[src/rtl/div_sched.sv]
// Execute-stage scheduler for a shared signed/unsigned multi-cycle divider pair.
// Feeds operands to the selected IP, holds its result, and drains flushed operations.
module div_sched #(
  parameter int DATA_WD = 32
) (
  input  logic                   clk,
  input  logic                   resetn,
  input  logic                   req_valid,
  input  logic [1:0]             req_op,
  input  logic [DATA_WD-1:0]     req_src1,
  input  logic [DATA_WD-1:0]     req_src2,
  input  logic                   flush,
  input  logic                   res_accept,
  output logic                   ready_go,
  output logic [DATA_WD-1:0]     res_hi,
  output logic [DATA_WD-1:0]     res_lo,
  output logic                   busy,
  output logic                   s_dividend_tvalid,
  output logic                   s_divisor_tvalid,
  output logic [DATA_WD-1:0]     s_dividend_tdata,
  output logic [DATA_WD-1:0]     s_divisor_tdata,
  input  logic                   s_dividend_tready,
  input  logic                   s_divisor_tready,
  input  logic                   s_dout_tvalid,
  input  logic [2*DATA_WD-1:0]   s_dout_tdata,
  output logic                   u_dividend_tvalid,
  output logic                   u_divisor_tvalid,
  output logic [DATA_WD-1:0]     u_dividend_tdata,
  output logic [DATA_WD-1:0]     u_divisor_tdata,
  input  logic                   u_dividend_tready,
  input  logic                   u_divisor_tready,
  input  logic                   u_dout_tvalid,
  input  logic [2*DATA_WD-1:0]   u_dout_tdata
);

  typedef enum logic [2:0] {IDLE, SEND, WAIT, DONE, DRAIN} state_t;

  state_t               r_state;
  state_t               w_stateNext;
  logic [DATA_WD-1:0]   r_src1;
  logic [DATA_WD-1:0]   r_src2;
  logic [DATA_WD-1:0]   r_resHi;
  logic [DATA_WD-1:0]   r_resLo;
  logic                 r_sel;
  logic                 r_ddSent;
  logic                 r_dvSent;
  logic                 r_cancel;
  logic                 w_ddValid;
  logic                 w_dvValid;
  logic                 w_ddDone;
  logic                 w_dvDone;
  logic                 w_doutValid;
  logic [2*DATA_WD-1:0] w_doutData;
  logic                 w_reqOk;
  logic                 w_latchReq;
  logic                 w_latchRes;
  logic                 w_ddSentNext;
  logic                 w_dvSentNext;
  logic                 w_cancelNext;

  // r_sel steers both the operand channels and the result source (1 = unsigned IP).
  always_comb begin
    w_ddValid   = (r_state == SEND) && !r_ddSent;
    w_dvValid   = (r_state == SEND) && !r_dvSent;
    w_ddDone    = r_ddSent | (w_ddValid & (r_sel ? u_dividend_tready : s_dividend_tready));
    w_dvDone    = r_dvSent | (w_dvValid & (r_sel ? u_divisor_tready : s_divisor_tready));
    w_doutValid = r_sel ? u_dout_tvalid : s_dout_tvalid;
    w_doutData  = r_sel ? u_dout_tdata : s_dout_tdata;
    w_reqOk     = req_valid && (req_op == 2'b01 || req_op == 2'b10);
  end

  assign s_dividend_tvalid = w_ddValid && !r_sel;
  assign s_divisor_tvalid  = w_dvValid && !r_sel;
  assign u_dividend_tvalid = w_ddValid && r_sel;
  assign u_divisor_tvalid  = w_dvValid && r_sel;
  assign s_dividend_tdata  = r_src1;
  assign s_divisor_tdata   = r_src2;
  assign u_dividend_tdata  = r_src1;
  assign u_divisor_tdata   = r_src2;
  assign ready_go          = (r_state == DONE) && !r_cancel;
  assign busy              = (r_state != IDLE);
  assign res_hi            = r_resHi;
  assign res_lo            = r_resLo;

  // Once one operand has reached an IP, its partner must follow even if flushed.
  always_comb begin
    w_stateNext  = r_state;
    w_ddSentNext = w_ddDone;
    w_dvSentNext = w_dvDone;
    w_cancelNext = r_cancel;
    w_latchReq   = 1'b0;
    w_latchRes   = 1'b0;
    case (r_state)
      IDLE: begin
        if (w_reqOk && !flush) begin
          w_stateNext  = SEND;
          w_latchReq   = 1'b1;
          w_ddSentNext = 1'b0;
          w_dvSentNext = 1'b0;
          w_cancelNext = 1'b0;
        end
      end
      SEND: begin
        if (flush && !w_ddDone && !w_dvDone) begin
          w_stateNext  = IDLE;
          w_cancelNext = 1'b0;
        end else if (w_ddDone && w_dvDone) begin
          w_stateNext  = (r_cancel || flush) ? DRAIN : WAIT;
          w_cancelNext = r_cancel || flush;
        end else if (flush) begin
          w_cancelNext = 1'b1;
        end
      end
      WAIT: begin
        if (w_doutValid) begin
          w_stateNext = flush ? IDLE : DONE;
          w_latchRes  = !flush;
        end else if (flush) begin
          w_stateNext  = DRAIN;
          w_cancelNext = 1'b1;
        end
      end
      DONE: begin
        if (flush || res_accept) begin
          w_stateNext = IDLE;
        end
      end
      DRAIN: begin
        if (w_doutValid) begin
          w_stateNext  = IDLE;
          w_cancelNext = 1'b0;
        end
      end
      default: w_stateNext = IDLE;
    endcase
  end

  always_ff @(posedge clk or negedge resetn) begin
    if (!resetn) begin
      r_state  <= IDLE;
      r_ddSent <= 1'b0;
      r_dvSent <= 1'b0;
      r_cancel <= 1'b0;
    end else begin
      r_state  <= w_stateNext;
      r_ddSent <= w_ddSentNext;
      r_dvSent <= w_dvSentNext;
      r_cancel <= w_cancelNext;
    end
  end

  always_ff @(posedge clk or negedge resetn) begin
    if (!resetn) begin
      r_src1  <= '0;
      r_src2  <= '0;
      r_sel   <= 1'b0;
      r_resHi <= '0;
      r_resLo <= '0;
    end else begin
      if (w_latchReq) begin
        r_src1 <= req_src1;
        r_src2 <= req_src2;
        r_sel  <= req_op[1];
      end
      if (w_latchRes) begin
        r_resLo <= w_doutData[2*DATA_WD-1:DATA_WD];
        r_resHi <= w_doutData[DATA_WD-1:0];
      end
    end
  end

endmodule

[config.mk]
export PLATFORM = sky130hd
export DESIGN_NAME = div_sched
export DESIGN_NICKNAME = d
export VERILOG_FILES = /design/src/rtl/div_sched.sv
export SDC_FILE = /design/constraint.sdc
export NUM_CORES = 1
export LEC_CHECK = 0
export ABC_AREA = 1
export CORE_AREA = 8 8 151 153
export CTS_CLUSTER_SIZE = 24
export DETAILED_ROUTE_END_ITERATION = 7
export DIE_AREA = 0 0 159 161
export PLACE_DENSITY_LB_ADDON = 0.12
export SLEW_MARGIN = 20
export SYNTH_ARGS = -nofsm -noshare
export SYNTH_HDL_FRONTEND = slang
export SYNTH_SLANG_ARGS = --single-unit
[constraint.sdc]
create_clock -name clk -period 4.1 [get_ports clk]
set_input_delay 0.41 -clock clk [delete_from_list [all_inputs] [get_ports clk]]
set_output_delay 0.41 -clock clk [all_outputs]
set_load 0.1 [all_outputs]
==> reports/summary.txt <==
outcome: complete, no violations
Min-Delay Path Class: in2async
largest net degree at the start of global routing: 82
postcts setup bufs: 0
Final #Nets: 1170
Hold-fix buffers, CTS: 0
register area share after synthesis: 53.2%
fmax: 326 MHz
clk slew on worst S/H paths: 0.06 ns
Post-Syn Area: 6350 um2
num ports: 403
post-CTS resize count: 0
Area Growth Syn to Fin: 67.9%
initial DRC count: 212
PortBufs: 402
final wirelength: 23.5 mm
DR vias: 5552
Yosys top cell area share: 53.2%
vias in the first global route: 5802
CTS buffer count: 17
relative slew slack: 29.0%
Ys Warns: 0
DPL Wire Length: 18.3 mm
Final Hold Vio Count: 0
initial antenna violation count: 1
worst-path maximum fanout: 8
CP required: 3.69 ns
Post-synth EDFFs: 0
CP Class: reg2out
Longest Clk Path Bufs: 2
die footprint: 25600 um2
Net Count, Synth: 842
Arr. time, crit path: 2.66 ns
clk_lat worst skew: 0.42 ns
Syn Area/Cell: 9.97 um2
setup violators final: 0
unrepaired setup endpoints after global routing: false
Max-Cap Viols: 0
width of the die: 159 um
register bit count reported by yosys: 135
Final period util: 74.9%
post-synthesis cell type count: 26
core area: 20600 um2
layout cell share with drive strength beyond 1: 11.9%
GRT Overall Usage: 18.3%
most common cell after layout, fill and taps aside: clkdlybuf4s50_1
Initial Utilization: 30.9%
Crit. End Element: output pin
min Tclk post-route: 3.07 ns
router iterations before antenna repair: 4
Root Driver: clkbuf_16
worst-margin pin slew: 1.06 ns
CTS tree: done
crit path launch type: flip-flop
setup_tns: 0 ns
total clock sinks: 135
fill count: 1902
Synth Flop Type: dfrtp_1
routability cong.: 0.838
row cnt: 53
GRT overflow: 0
post-route antenna net violation count: 0
most frequent cells in the layout: clkdlybuf4s50_1, nand2_1, dfrtp_1
DIE HEIGHT: 161 um
H-tree levels: 4
Yosys top cell by area: dfrtp_1
asr flop ratio synth: 100%
worst clock skew: 0.00962 ns
via/cell ratio: 4.42
worst hold slack: 0.0129 ns
first-pass GRT wire length: 36.0 mm
DRC: 0
top post-synthesis cells by area: dfrtp_1, nand2_1, mux2_2
Cells after Synth: 637
Wirelength per Cell: 18.7 um
Slew Limit Fails: 0
## synth_stat cells (2+ instances only)
| master | count |
|---|---|
| mux2_4 | 16 |
| nor3_1 | 2 |
| o21bai_1 | 2 |
| clkbuf_1 | 13 |
| a21oi_1 | 3 |
| nor2_4 | 2 |
| inv_2 | 3 |
| buf_4 | 65 |
| a31oi_1 | 64 |
| nand4_1 | 2 |
| buf_2 | 15 |
| dfrtp_1 | 135 |
| inv_1 | 14 |
| buf_6 | 7 |
| nand2_1 | 162 |
| nor2_1 | 75 |
| mux2_2 | 48 |
## registers in the layout, indices dropped and copies added (netlist names)
| name | count |
|---|---|
| r_ddSent | 1 |
| res_hi | 32 |
| r_cancel | 1 |
| r_state | 3 |
| s_divisor_tdata | 32 |
| r_dvSent | 1 |
| r_sel | 1 |
| s_dividend_tdata | 32 |
| res_lo | 32 |
## critical path, cell delays in order, from the launching register on
cell	delay, ns
dfrtp_1	0.44
inv_1	0.13
nand2_1	0.11
nor2_4	0.19
nand2_1	0.10
nor2_1	0.11
clkdlybuf4s50_1	1.17
## per-stage QoR
step                      std cells  cell area (um2)  worst slack (ns)  util, %
after floorplan                 637             6350              1.01        -
after global placement         1221            10100              1.48     49.1
after detailed placement       1221            10100              1.44     49.1
after CTS                      1253            10700             0.982     51.8
after global routing           1254            10700             0.874     51.8
final                          1255            10700              1.03     51.8
## metal layers
| metal | vias up | part of all wire (%) | GRT usage (%) |
|---|---|---|---|
| met4 | 0 | 1.4 | 5.45 |
| met5 | - | 0 | 0 |
| met1 | 2576 | 39 | 20.1 |
| met3 | 19 | 10 | 8.86 |
| li1 | 2687 | - | - |
| met2 | 270 | 49 | 30.8 |
## layout make-up
cell class,instances,area [um2],area share [%]
sequential,135,3380,31.7
antenna,2,5.00,0.0470
multi-input combinational,385,2230,20.9
tap,275,344,3.23
clock buffer,18,439,4.12
inverter,17,63.8,0.599
timing repair buffer,409,4070,38.2
clock inverter,14,124,1.16
## final timing paths
path | start | to | slack, ns | cells past startpoint
max in group asynchronous | resetn | res_hi[29] | 3.10 | 2
hold reg to reg | s_dividend_tdata[16] | s_dividend_tdata[16] | 0.53 | 1
setup / recovery | r_state[2] | s_dividend_tvalid | 1.03 | 6
hold / removal | resetn | s_dividend_tdata[26] | 0.01 | 1
setup reg to reg | r_sel | res_hi[6] | 1.65 | 7
min in group clk | s_dividend_tdata[16] | s_dividend_tdata[16] | 0.53 | 1
## kinds of logic after synthesis
group | share of synthesized area (%)
AND/OR/NAND/NOR | 15.5
buffers and inverters | 11.9
multiplexers | 12.3
XOR/XNOR | 0.138
flip-flops | 53.2
AO/OA/AOI/OAI | 6.94
Power is left out: the tool's default activity adds up to more than one toggle a clock period on the data nets, which glitch-free logic cannot reach.
